`config.mk`:
```
export PLATFORM = sky130hd
export DESIGN_NAME = snake_direction_control
export DESIGN_NICKNAME = d
export VERILOG_FILES = /design/src/rtl/snake_direction_control.sv
export SDC_FILE = /design/constraint.sdc
export NUM_CORES = 1
export LEC_CHECK = 0
export ABC_AREA = 1
export CAP_MARGIN = 20
export CORE_MARGIN = 5
export CORE_UTILIZATION = 35
export DETAILED_ROUTE_END_ITERATION = 10
export PLACE_DENSITY_LB_ADDON = 0.15
export SETUP_SLACK_MARGIN = 0.02
export SLEW_MARGIN = 20
export SYNTH_ARGS = -nofsm -noshare
export SYNTH_HDL_FRONTEND = slang
export SYNTH_SLANG_ARGS = --single-unit
export TNS_END_PERCENT = 50
```
`constraint.sdc`:
```
create_clock -name clock -period 2.8 [get_ports clock]
set_input_delay 0.56 -clock clock [delete_from_list [all_inputs] [get_ports clock]]
set_output_delay 0.56 -clock clock [all_outputs]
set_load 0.03 [all_outputs]
```
`src/rtl/snake_direction_control.sv`:
```
// Debounced push-button to one-hot snake direction; requests commit only on game_tick.
// Optional build macro DIR_REVERSE_GUARD_EN rejects 180-degree reversals.
module snake_direction_control #(
  parameter int DEBOUNCE_CYCLES = 50000
) (
  input  logic       clock,
  input  logic       resetn,
  input  logic [3:0] keys,
  input  logic       game_tick,
  output logic [3:0] direction,
  output logic       pending_valid,
  output logic       dir_changed
);

  localparam int CW = $clog2(DEBOUNCE_CYCLES);
  localparam logic [CW-1:0] CNT_ZERO = {CW{1'b0}};
  localparam logic [CW-1:0] CNT_LAST = CW'(DEBOUNCE_CYCLES - 1);
  localparam logic [CW-1:0] CNT_ONE  = {{(CW-1){1'b0}}, 1'b1};

  typedef enum logic [1:0] {RELEASED, PRESS_WAIT, HELD, RELEASE_WAIT} deb_state_t;

  function automatic logic [3:0] reverse_dir(input logic [3:0] d);
    return {d[2], d[3], d[0], d[1]};
  endfunction

  logic [3:0] sync1_r, sync2_r, pressed_s, press_ev_s, event_r;
  logic [3:0] event_sel_s, ref_dir_s, pending_r;
  logic [3:0] direction_s, pending_s;
  logic       commit_s, accept_s, guard_ok_s, pending_valid_s;

  // Two-flop synchroniser; idle level is released (high).
  always_ff @(posedge clock or negedge resetn) begin
    if (!resetn) begin
      sync1_r <= 4'hF;
      sync2_r <= 4'hF;
    end else begin
      sync1_r <= keys;
      sync2_r <= sync1_r;
    end
  end

  assign pressed_s = ~sync2_r;

  for (genvar g = 0; g < 4; g++) begin : g_key
    deb_state_t    state_r, state_s;
    logic [CW-1:0] cnt_r, cnt_s;
    logic          press_s;

    // Debounce state and counter register.
    always_ff @(posedge clock or negedge resetn) begin
      if (!resetn) begin
        state_r <= RELEASED;
        cnt_r   <= CNT_ZERO;
      end else begin
        state_r <= state_s;
        cnt_r   <= cnt_s;
      end
    end

    // Debounce next-state; the counter stops at its last value rather than wrapping.
    always_comb begin
      state_s = state_r;
      cnt_s   = cnt_r;
      press_s = 1'b0;
      case (state_r)
        RELEASED: begin
          if (pressed_s[g]) begin
            state_s = PRESS_WAIT;
            cnt_s   = CNT_ZERO;
          end else begin
            state_s = RELEASED;
          end
        end
        PRESS_WAIT: begin
          if (!pressed_s[g]) begin
            state_s = RELEASED;
          end else if (cnt_r == CNT_LAST) begin
            state_s = HELD;
            press_s = 1'b1;
          end else begin
            cnt_s = cnt_r + CNT_ONE;
          end
        end
        HELD: begin
          if (!pressed_s[g]) begin
            state_s = RELEASE_WAIT;
            cnt_s   = CNT_ZERO;
          end else begin
            state_s = HELD;
          end
        end
        RELEASE_WAIT: begin
          if (pressed_s[g]) begin
            state_s = HELD;
          end else if (cnt_r == CNT_LAST) begin
            state_s = RELEASED;
          end else begin
            cnt_s = cnt_r + CNT_ONE;
          end
        end
        default: begin
          state_s = RELEASED;
          cnt_s   = CNT_ZERO;
        end
      endcase
    end

    assign press_ev_s[g] = press_s;
  end

  // Register press events so they arrive one cycle after the FSM accepts the key.
  always_ff @(posedge clock or negedge resetn) begin
    if (!resetn) event_r <= 4'b0000;
    else         event_r <= press_ev_s;
  end

  // Fixed priority DOWN > UP > RIGHT > LEFT.
  always_comb begin
    event_sel_s = 4'b0000;
    if      (event_r[0]) event_sel_s = 4'b0001;
    else if (event_r[1]) event_sel_s = 4'b0010;
    else if (event_r[2]) event_sel_s = 4'b0100;
    else if (event_r[3]) event_sel_s = 4'b1000;
    else                 event_sel_s = 4'b0000;
  end

  assign commit_s  = game_tick & pending_valid;
  // A new event is filtered against the value that will be committed after this edge.
  assign ref_dir_s = commit_s ? pending_r : direction;
`ifdef DIR_REVERSE_GUARD_EN
  assign guard_ok_s = (event_sel_s != reverse_dir(ref_dir_s));
`else
  assign guard_ok_s = 1'b1;
`endif
  assign accept_s = (event_sel_s != 4'b0000) && (event_sel_s != ref_dir_s) && guard_ok_s;

  // Commit / pending next-state.
  always_comb begin
    direction_s     = direction;
    pending_s       = pending_r;
    pending_valid_s = pending_valid;
    if (commit_s) begin
      direction_s     = pending_r;
      pending_valid_s = 1'b0;
    end else begin
      direction_s = direction;
    end
    if (accept_s) begin
      pending_s       = event_sel_s;
      pending_valid_s = 1'b1;
    end else begin
      pending_s = pending_r;
    end
  end

  // Output and pending registers.
  always_ff @(posedge clock or negedge resetn) begin
    if (!resetn) begin
      direction     <= 4'b0001;
      pending_r     <= 4'b0001;
      pending_valid <= 1'b0;
      dir_changed   <= 1'b0;
    end else begin
      direction     <= direction_s;
      pending_r     <= pending_s;
      pending_valid <= pending_valid_s;
      dir_changed   <= commit_s;
    end
  end

endmodule

```
## Word level (Yosys, flattened, before mapping)

Cells that the tools add are included.

- Register bits: 94
- Output and inout port bits: 6
- Logic and storage cells: 148

- Add/subtract/negate cells: 4
- Eq/ne operators: 41
- Multiplexer cells: 71
- Bitwise gates (word level): 2
- Reduce and logical (&&, ||, !) cells: 15

Operator list:

| cell | number |
|---|---|
| $mux 16 | 20 |
| $pmux 16 s4 | 4 |
| $add 16x1->16 const B | 4 |
| $eq 16x16->1 const B | 4 |
| $mux 2 | 16 |
| $ne 2x2->1 const B | 16 |
| $pmux 2 s4 | 4 |
| $ne 3x3->1 const B | 8 |
| $mux 1 | 22 |
| $mux 4 | 5 |
| $eq 2x2->1 const B | 8 |
| $reduce_and 4->1 | 4 |
| $eq 2x1->1 const B | 4 |
| $logic_not 2->1 | 4 |
| $reduce_and 2->1 | 4 |
| $ne 4x4->1 | 1 |
| $not 4->4 | 1 |
| $reduce_bool 4->1 | 1 |
| $reduce_bool 2->1 | 1 |
| $and 1x1->1 | 1 |
| $logic_and 1x1->1 | 1 |

## Depth between registers and ports, before layout

- Depth after elaboration: 7
- Mapped depth: 11

## Least setup slack after synthesis

OpenSTA, ideal clock, no wires.

- Path type: register to register
- Start point: reg pending_valid
- End point: reg pending_valid
- Arrival: 1481 ps
- Setup slack: 1190 ps
- Stages on the path, launching flop included: 11
- Clock period less this slack: 1610 ps
- Cell sequence: dfrtp_1 -> buf_2 -> nand2_1 -> nand2_1 -> nand2_1 -> nand2_1 -> nand2_1 -> nor2_1 -> nand2_1 -> nand2_1 -> o21ai_0

- Word-level cells in the longest chain between the ends: 5
- Elaborated cells on any way between the ends: 6

RTL lines:

| what | RTL line | text |
|---|---|---|
| start, declared | 11 | `output logic pending_valid,` |
| start signal, assigned | 166 | `pending_valid <= pending_valid_s;` |
| $and 1x1->1 * | 127 | `assign commit_s = game_tick & pending_valid;` |
| $mux 4 | -- |  |
| $ne 4x4->1 | 135 | `assign accept_s = (event_sel_s != 4'b0000) && (event_sel_s != ref_dir_s) && guard_ok_s;` |
| $logic_and 1x1->1 | 135 |  |
| $mux 1 / $reduce_bool 2->1 (equally long branches) | -- |  |

Every way passes the cells marked *; elsewhere a longest branch is shown, timed or not.
A chain may end at the register's enable or synchronous reset.

## Worst setup path after layout

- Start point: reg direction[0]
- End point: out direction[0]

RTL lines:

| what | RTL line | text |
|---|---|---|
| start, declared | 10 | `output logic [3:0] direction,` |
| start signal, assigned | 164 | `direction <= direction_s;` |

No word-level cell between the ends.

==> impl_summary.txt <==
----------------------------------------------------
[Global route]
  Overflow after GRT ... 0
  GR Util met3 ... 0.02459
  Routing usage on met2 ... 0.2196
  Met1 Track Usage GR ... 0.1885
  Via count of the first global-routing pass ... around 4400
  GR peak layer ... met2
  Global-route wire length before repair ... roughly 21000 um
  Global-route usage over all layers ... 0.1395
  Antenna violations before repair ... 0
  Pin count of the biggest net entering global routing ... 52

[Setup path]
  Cell class contributing the biggest share of worst-path delay ... buffers and inverters
  Setup slack of the most critical reg-to-reg path ... roughly 0.71 ns
  Worst reg2reg endpoint ... g_key[3].cnt_r[7]
  Sort of element at the start of the critical path ... register
  Slowest-stage cell, CP ... clkdlybuf4s50_1
  Destination of the critical timing path ... direction[0]
  Maximum single-stage delay on the critical path ... between 0.6 and 0.7 ns
  Cell chain of the critical path ... clkdlybuf4s50_1
  Levels on crit path ... 1
  Length in cells of the worst reg-to-reg path ... 10
  Source of the worst register-to-register timing path ... g_key[3].cnt_r[0]
  Maximum fanout along the worst path ... 2
  Startpoint of the most critical setup path ... direction[0]
  Signal arrival time at the worst endpoint ... ~1.6 ns
  Start-to-end type of the worst setup path ... reg -> out
  Type of element capturing the critical path ... output port
  Data required time at the worst endpoint ... ~2.2 ns
  Sum of buffers and inverters on the critical path ... 1

[Power]
  Leak ... 2.672 nW
  Maximum VDD drop ... 0.2935 mV
  Internal power consumption ... ~2.3 mW
  Sequential share of power ... 0.478
  Power density cells ... 485.5 nW/um2
  Sw frac ... 0.2239
  Net switching power figure ... around 0.67 mW
  Clk network pwr share ... 0.474
  Combinational group share of total power ... 0.048

[Logic synthesis]
  Register area share after synthesis ... 0.4335
  Share of synthesized cell area in full adder, half adder and majority cells ... 0.009174
  Number of distinct library cells after synthesis ... 31
  Most common library cells after synthesis ... 239 x nand2_1, 86 x nor2_1, 84 x dfrtp_1
  Combinational family with the most area after synthesis ... simple AND/OR/NAND/NOR gates
  EDFF count, synth ... 0
  Library cell occupying the most area in the post-synthesis netlist ... dfrtp_1
  Synth warnings ... 0
  Register bit count reported by yosys ... 94
  Post-synthesis average cell area ... between 7 and 8 um2
  Parity-gate share of the synthesized area counting xor and xnor cells ... 0.03532
  Area fraction in compound gates after synthesis ... 0.07179
  Most used DFF post-synth ... dfrtp_1
  Synthesized instance count ... ~760
  FFs w/ async S/R, synth ... 1.000
  Simple-gate area share of the yosys netlist ... 0.3725
  Post-synthesis mux area share ... 0
  Synthesized Nets ... 769
  Proportion of netlist area held by the largest area contributor ... 0.3853
  Biggest area contributors in the synthesized netlist ... dfrtp_1 39%, nand2_1 16%, nand3_1 7.2%
  Dominant cell by count in the synthesized netlist ... nand2_1
  Total standard cell area after synthesis ... 5455 um2

[STA]
  Total count of max-transition violations in the final report ... 0
  Period utilisation layout ... 0.7723
  Summed negative setup slack over all endpoints ... 0 ns
  RSZ-0062 raised after global routing ... no
  Hold Violations, Final ... 0
  Actual slew at the worst max-slew pin ... 0.7170 ns
  Post-route minimum period ... 2.163 ns
  Clock skew ... around 0.0094 ns
  Achievable frequency ... roughly 460 MHz
  Final Setup Violations ... 0
  Max transition margin ... 0.5202

[Placement]
  Count of input and output buffers ... 12
  Placed Area ... 5786 um2
  DP HPWL ... between 8000 and 9000 um
  # placed instances ... between 900 and 1000
  Gpl congestion ... 0.8709

[Layout]
  Total of fill cells in the finished design ... between 1500 and 2000
  Total number of nets in the final design ... a little under 800
  Layout overhead on the synthesized area ... 12.27%
  Non-Filler Instances ... around 990
  Number of inserted diodes ... 0
  Share of layout cells above drive strength 1 ... 0.07484
  Fin area ... approximately 6100 um2

[Worst hold path]
  Class of the worst hold path ... in -> async

[Routing]
  Routed via count ... about 4700
  Drt initial violations ... around 390
  DRC errors left ... 0
  DRT antenna net count ... 0
  Routed wire per std cell ... between 10 and 15 um
  Sum of routed wire length over all layers ... about 12000 um
  Detailed-routing iteration count for the pre-antenna-repair pass ... 4
  Drt via density ... 4.751

[Clock tree]
  Clock Latency Late Sink ... around 0.35 ns
  CTS tree ... built
  Number of buffers added for setup after CTS ... 0
  Number of H-tree levels ... 3
  Root buffer selected by CTS ... clkbuf_16
  Total clock buffers created by CTS ... 9
  Buffer levels on the longest clock path ... 2
  Hold Buf Count CTS ... 0
  Cells resized by post-CTS repair ... 0
  Count of clock tree sinks ... 94
  Clock-pin slew on the worst setup and hold paths ... around 0.07 ns

[Die]
  Initial core utilization ... 0.3575
  Die span in y ... about 130 um
  Full die area ... roughly 18000 um2
  Num rows ... between 40 and 50
  Top-level port count ... 13
  Die boundary width ... 134.8 um
  Core Area ... 15260 um2

[Flow run]
  Max-cap check violation count ... 0

[Run status]
  Status ... completed

----------------------------------------------------
==> layout make-up <==
class                           count  area (um2)  area share
Sequential cell                    94        2365      0.3861
Clock inverter                      6       110.1     0.01798
Timing Repair Buffer               20       190.2     0.03105
Inverter                           80       300.3     0.04903
Tap cell                          211       264.0     0.04311
Multi-Input combinational cell    565        2666      0.4353
Clock buffer                       10       229.0     0.03739
==> registers in the layout, summed over array words and instances, names as in the netlist, named ones only <==
register / flops
event_r: 4
sync1_r: 4
pending_valid: 1
g_key.cnt_r: 64
sync2_r: 4
g_key.state_r: 4
pending_r: 4
direction: 4
dir_changed: 1
==> per-layer routing <==
layer / routed length (um) / share of wire
met5: 0 / 0
met4: 217 / 0.018
met3: 326 / 0.027
met2: 5336 / 0.45
met1: 6107 / 0.51
==> how the worst min path moves through the flow <==
stage | from | to | slack, ns | cells after the start
after global placement | sync1_r[2] | sync2_r[2] | 0.35 | 0
after detailed placement | sync1_r[3] | sync2_r[3] | 0.35 | 0
after CTS | resetn | g_key[3].cnt_r[2] | 0.27 | 1
after global routing | resetn | g_key[3].cnt_r[6] | 0.32 | 1
after floorplan | resetn | asynchronous set/reset pin | 0.26 | 0
final | resetn | g_key[3].cnt_r[6] | 0.26 | 1
==> layout by cell type, fill, tap and decap left out, types with 2 or more instances in the layout <==
master and count:
clkinvlp_4 2, nand2_2 4, dfrtp_1 84, o21ai_0 47, xor2_1 17, clkbuf_16 9, nand3_1 78, buf_4 8
xnor2_1 5, nand3b_1 2, o21ai_1 3, inv_1 77, nand2_1 239, o21bai_1 5, clkdlybuf4s50_1 11, nor4_1 3
o21ai_2 11, nor2_1 86, bufinv_16 3, nor2_2 2, nor3_1 20, dfstp_2 10, nand4_1 34, ha_1 4
inv_2 3
==> stage by stage <==
step,hold WS [ns],setup WS [ns],total power [mW],utilization
after floorplan,0.2644,1.190,1.533,-
after global placement,0.3462,0.5411,1.592,0.3792
after detailed placement,0.3472,0.4803,1.595,0.3792
after CTS,0.2738,0.6096,3.034,0.4014
after global routing,0.3174,0.4922,3.103,0.4014
final,0.2562,0.6375,2.973,0.4014
==> power groups by stage <==
stage          registers, mW  clock network, mW  logic (mW)
2_1_floorplan           1.44                  0      0.0933
3_3_place_gp            1.45                  0       0.146
6_report                1.42               1.41       0.143
3_5_place_dp            1.45                  0       0.147
5_1_grt                 1.43               1.51       0.169
4_1_cts                 1.42               1.46       0.147
==> kinds of logic after synthesis <==
| logic type | count (synthesis) |
|---|---|
| adders and majority gates | 4 |
| and+or+nand+nor | 472 |
| AOI/OAI and AO/OA | 67 |
| buffers and inverters | 99 |
| DFF | 94 |
| xor gates and xnor gates | 22 |
No activity file was read; power rests on OpenSTA's default activity.
==> patch 1 (config.mk and constraints unchanged) <==
Build with the macro `DIR_REVERSE_GUARD_EN` defined.
--- a/src/rtl/snake_direction_control.sv
+++ b/src/rtl/snake_direction_control.sv
@@ -1,4 +1,6 @@
 // Debounced push-button to one-hot snake direction; requests commit only on game_tick.
 // Optional build macro DIR_REVERSE_GUARD_EN rejects 180-degree reversals.
+`define DIR_REVERSE_GUARD_EN
+
 module snake_direction_control #(
   parameter int DEBOUNCE_CYCLES = 50000
Function: no difference found for any inputs over 4 cycles, from zero or initial values and one cycle with resetn low; that may be too few to reach the edited logic, so the function may still have changed.
==> patch 1 against the unedited design <==
  * Power shrank 2.5%
  * Register-to-register slack gained 0.06 ns
  * Largest cell class unchanged
  * Area after synthesis decreased by 2.6%
  * Cell area decreased by 3.2%
  * Synthesized cell count shrank 5.3%
  * Setup slack got worse by 0.014 ns
  * Count of clock-buffer cells in the layout decreased by 1
  * Core utilization down 0.70 points
  * Non-clock buffer count down 4
  * Routed wire length down 6.9%
  * Fmax shrank 0.64%
  * Sequential cell count unchanged
==> patch 1: results (changes against the unedited design) <==
clock skew - 0.00804 ns (was 0.00942 ns)
MaxCap Viol Count - 0 (unchanged)
first-pass GRT wire length - 19.7 mm (was 20.8 mm)
critical path arrival - 1.62 ns (was 1.60 ns)
pwr dens - 489 mW/mm² (was 485 mW/mm²)
Synth Area per Inst - 7.40 µm² (was 7.20 µm²)
static leakage - 2.56 nW (was 2.67 nW)
met3 Use GR - 2.61% (was 2.46%)
nets@finish - 741 (was 781)
clock slew at reported path FFs - 0.06 ns
multiplexer area fraction after synthesis - 0% (unchanged)
wire length per cell - 12.1 µm (was 12.2 µm)
met1 Use GR - 18.0% (was 18.9%)
1st-iter DRT viols - 369 (was 389)
Worst-Skew Late Latency - 0.36 ns
delay-heaviest family, CP - buffers and inverters (unchanged)
Hold Path Class - in2async (unchanged)
Post-Synth Adder-Cell Area - 0.942% (was 0.917%)
Critical-path top delay cell - clkdlybuf4s50_1 (unchanged)
fraction of layout cells with a size suffix above 1 - 7.48% (about the same)
Power Clock - 0.00134 W (was 0.00141 W)
sequential power share - 49.2% (was 47.8%)
peak supply drop - 0.291 mV (was 0.294 mV)
met2 wire len - 4.92 mm (was 5.34 mm)
# placed instances - 907 (was 970)
met3 wire length - 347 µm (was 326 µm)
met2 GRT Util - 20.6% (was 22.0%)
syn_nets - 729 (was 769)
post-route cell area - 0.00593 mm² (was 0.00612 mm²)
CP Max Fanout - 10 (was 2)
final non-filler cell total - 923 (was 986)
outcome - completed (unchanged)
antenna violations before repair - 0 (unchanged)
worst slew pin tran - 0.973 ns (was 0.717 ns)
Int Power - 0.00222 W (was 0.00231 W)
largest net degree at the start of global routing - 66 (was 52)
hpwl dp - 8.00 mm (was 8.66 mm)
Seq/Total Area, Yosys - 44.5% (was 43.3%)
All-Layer GR Usage - 13.3% (was 13.9%)
# diodes - 0 (unchanged)
Worst path max stage delay - 0.74 ns (was 0.68 ns)
Synth Area in XOR/XNOR - 4.28% (was 3.53%)
Post-Place Worst Slack - 0.452 ns (was 0.480 ns)
Synth Area in Compound Gates - 7.42% (was 7.18%)
PostCTS Resize Cnt - 0 (unchanged)
Reg with most FFs - g_key.cnt_r (unchanged)
GP Congestion - 0.854 (was 0.871)
H-Tree Depth - 3 (unchanged)
router iterations before antenna repair - 4 (unchanged)
vias in the first global route - 4248 (was 4412)
Fillers - 1528 (was 1563)
Distinct cells, synth - 32 (was 31)
synth top area cells - dfrtp_1 40%, nand2_1 16%, nand3_1 7.2% (was dfrtp_1 39%, nand2_1 16%, nand3_1 7.2%)
Commonest cells post-synth - 220 x nand2_1, 84 x dfrtp_1, 81 x nor2_1 (was 239 x nand2_1, 86 x nor2_1, 84 x dfrtp_1)
routed via count - 4510 (was 4684)
DRT met1 WL - 5.65 mm (was 6.11 mm)
Area after DPL - 0.00561 mm² (was 0.00579 mm²)
==> patch 1: cell types whose count changed after synthesis, moves of 4 or more <==
cell,change
a31o_2,+5
o21ai_0,+4
o21ai_2,-11
nand4_1,-5
inv_1,-14
o21ai_1,+7
nor2_1,-5
or2_2,+7
nor3_1,-5
nand2_1,-19
==> patch 1: worst paths after layout <==
check                               endpoint  slack [ns]               from  cells after the start
min                        g_key[2].cnt_r[9]        0.14             resetn                      1
max reg2reg                g_key[0].cnt_r[8]        0.77  g_key[0].cnt_r[0]                      6
min reg2reg                       sync2_r[3]        0.36         sync1_r[3]                      0
max                            pending_valid        0.62      pending_valid                      1
max in group asynchronous       pending_r[0]        1.93             resetn                      2
min in group clock                sync2_r[3]        0.36         sync1_r[3]                      0
==> patch 1: layout make-up <==
cell class | instances | share of cell area [%]
multi-input cells | 545 | 44.0
flip-flops and latches | 94 | 39.9
inverters | 64 | 4.05
well taps | 188 | 3.97
clock buffers | 9 | 3.80
repair buffers | 16 | 2.66
clock inverters | 7 | 1.65
==> patch 2 (config.mk and constraints unchanged) <==
Without the edit above. Re-encode `deb_state_t` (4 states) as one-hot, 4 bits wide.
--- a/src/rtl/snake_direction_control.sv
+++ b/src/rtl/snake_direction_control.sv
@@ -18,5 +18,5 @@
   localparam logic [CW-1:0] CNT_ONE  = {{(CW-1){1'b0}}, 1'b1};
 
-  typedef enum logic [1:0] {RELEASED, PRESS_WAIT, HELD, RELEASE_WAIT} deb_state_t;
+  typedef enum logic [3:0] {RELEASED = 4'b0001, PRESS_WAIT = 4'b0010, HELD = 4'b0100, RELEASE_WAIT = 4'b1000} deb_state_t;
 
   function automatic logic [3:0] reverse_dir(input logic [3:0] d);
Check against the original RTL: no difference found for any inputs over 10 cycles, from zero or initial values and one cycle with resetn low; not proved beyond that.
==> patch 2 against the unedited design <==
  * Critical endpoint is now pending_valid
  * Highest routed layer unchanged
  * Die area grew 8.6%
  * Synthesized cell count grew 9.1%
  * Area after synthesis grew 9.3%
  * Largest cell class unchanged
  * Cell count grew 8.1%
  * Routed wire length grew 4.8%
  * Via count grew 4.8%
  * Setup slack gained 0.0023 ns
  * Cell area grew 7.0%
  * Critical path type unchanged
  * Sequential cell count grew 8
Power is not compared: it rests on default switching activity, and its combinational part moved more than twofold at a synthesized area within 25%.
==> patch 2: results (changes against the unedited design) <==
syn_nets - 838 (was 769)
Cells after Synth - 827 (was 758)
Distinct cells, synth - 37 (was 31)
post-DR vias/cell - 4.60 (was 4.75)
wire length per cell - 11.8 µm (was 12.2 µm)
Seq/Total Area, Yosys - 43.1% (was 43.3%)
delay-heaviest family, CP - buffers and inverters (unchanged)
fraction of layout cells with a size suffix above 1 - 8.87% (was 7.48%)
GP Congestion - 0.822 (was 0.871)
peak supply drop - 0.325 mV
hpwl dp - 9.12 mm (was 8.66 mm)
CP Max Fanout - 9 (was 2)
Worst setup startpoint - pending_valid (was direction[0])
Post-Place Worst Slack - 0.540 ns (was 0.480 ns)
largest net degree at the start of global routing - 49 (was 52)
worst slew pin tran - 0.620 ns (was 0.717 ns)
Commonest cells post-synth - 276 x nand2_1, 92 x nor2_1, 91 x nand3_1 (was 239 x nand2_1, 86 x nor2_1, 84 x dfrtp_1)
MaxCap Viol Count - 0 (unchanged)
outcome - completed (unchanged)
nets@finish - 852 (was 781)
All-Layer GR Usage - 13.5% (was 13.9%)
routed via count - 4908 (was 4684)
Fillers - 1785 (was 1563)
first-pass GRT wire length - 22.3 mm (was 20.8 mm)
# placed instances - 1050 (was 970)
synth top area cells - dfrtp_1 37%, nand2_1 17%, nand3_1 7.6% (was dfrtp_1 39%, nand2_1 16%, nand3_1 7.2%)
I/O Buffers - 12 (unchanged)
## patch 2: changes by cell type after synthesis, moves of 6 or more
cell     unedited run  this run
o22ai_1             0         8
o21ai_1             3        12
nand2_2             4        12
nor2_1             86        92
inv_1              77        87
a21oi_1             0         6
o21ai_0            47        27
nand3_1            78        91
nand4_1            34        20
nand2_1           239       276
nor3_1             20        11
## patch 2: layer usage
metal,up-vias,global-route usage (%),part of all wire [%]
met1,2197,18.1,51
li1,2664,-,-
met3,10,3.07,2.1
met4,0,3.21,1.1
met5,-,0,0
met2,37,22.1,46
## patch 2: worst paths after layout
| path | cells after the start | endpoint | slack [ns] |
|---|---|---|---|
| max reg2reg | 8 | g_key[3].cnt_r[5] | 0.94 |
| max in group asynchronous | 2 | g_key[0].state_r[0] | 1.92 |
| min | 1 | g_key[0].cnt_r[6] | 0.11 |
| min in group clock | 0 | sync2_r[3] | 0.36 |
| max | 1 | pending_valid | 0.64 |
| min reg2reg | 0 | sync2_r[3] | 0.36 |
## patch 2: worst reg2reg max path: cells and delay by family, from the launching register on
| kind | cells | cell delay (ns) |
|---|---|---|
| AND/OR/NAND/NOR | 5 | 0.96 |
| flip-flops | 1 | 0.43 |
| adder cells (fa/ha/maj) | 1 | 0.24 |
| AO/OA/AOI/OAI | 1 | 0.11 |
| buffers and inverters | 1 | 0.05 |
## patch 2: cell families (layout without fill, tap and decap cells)
kind of cell / Yosys count / count (layout) / share of synthesized area, %
XOR/XNOR: 26 / 26 / 3.82
AO/OA/AOI/OAI: 67 / 67 / 6.55
buffers and inverters: 106 / 125 / 7.87
flip-flops: 102 / 102 / 43.1
AND/OR/NAND/NOR: 522 / 522 / 37.8
adder cells (fa/ha/maj): 4 / 4 / 0.839
## patch 2: layout make-up
class	instances	area [µm²]	share of cell area, %
Clock buffer	12	236	3.61
Clock inverter	4	48.8	0.744
Inverter	95	357	5.44
Multi-Input combinational cell	619	2920	44.6
Sequential cell	102	2570	39.2
Tap cell	220	275	4.20
Timing Repair Buffer	14	145	2.21
## patch 2: per-stage QoR
stage | cell area (µm²) | util [%]
6_report | 6560 | 39.4
5_1_grt | 6560 | 39.4
2_1_floorplan | 5960 | -
4_1_cts | 6560 | 39.4
3_3_place_gp | 6270 | 37.7
3_5_place_dp | 6270 | 37.7
## patch 2: power by group through the flow
stage,Sequential [W],Clock (W),Combinational [W]
after floorplan,0.00167,0,0.000637
after global placement,0.00169,0,0.000745
after detailed placement,0.00169,0,0.000746
after CTS,0.00166,0.00130,0.000748
after global routing,0.00168,0.00134,0.000845
final,0.00166,0.00124,0.000727
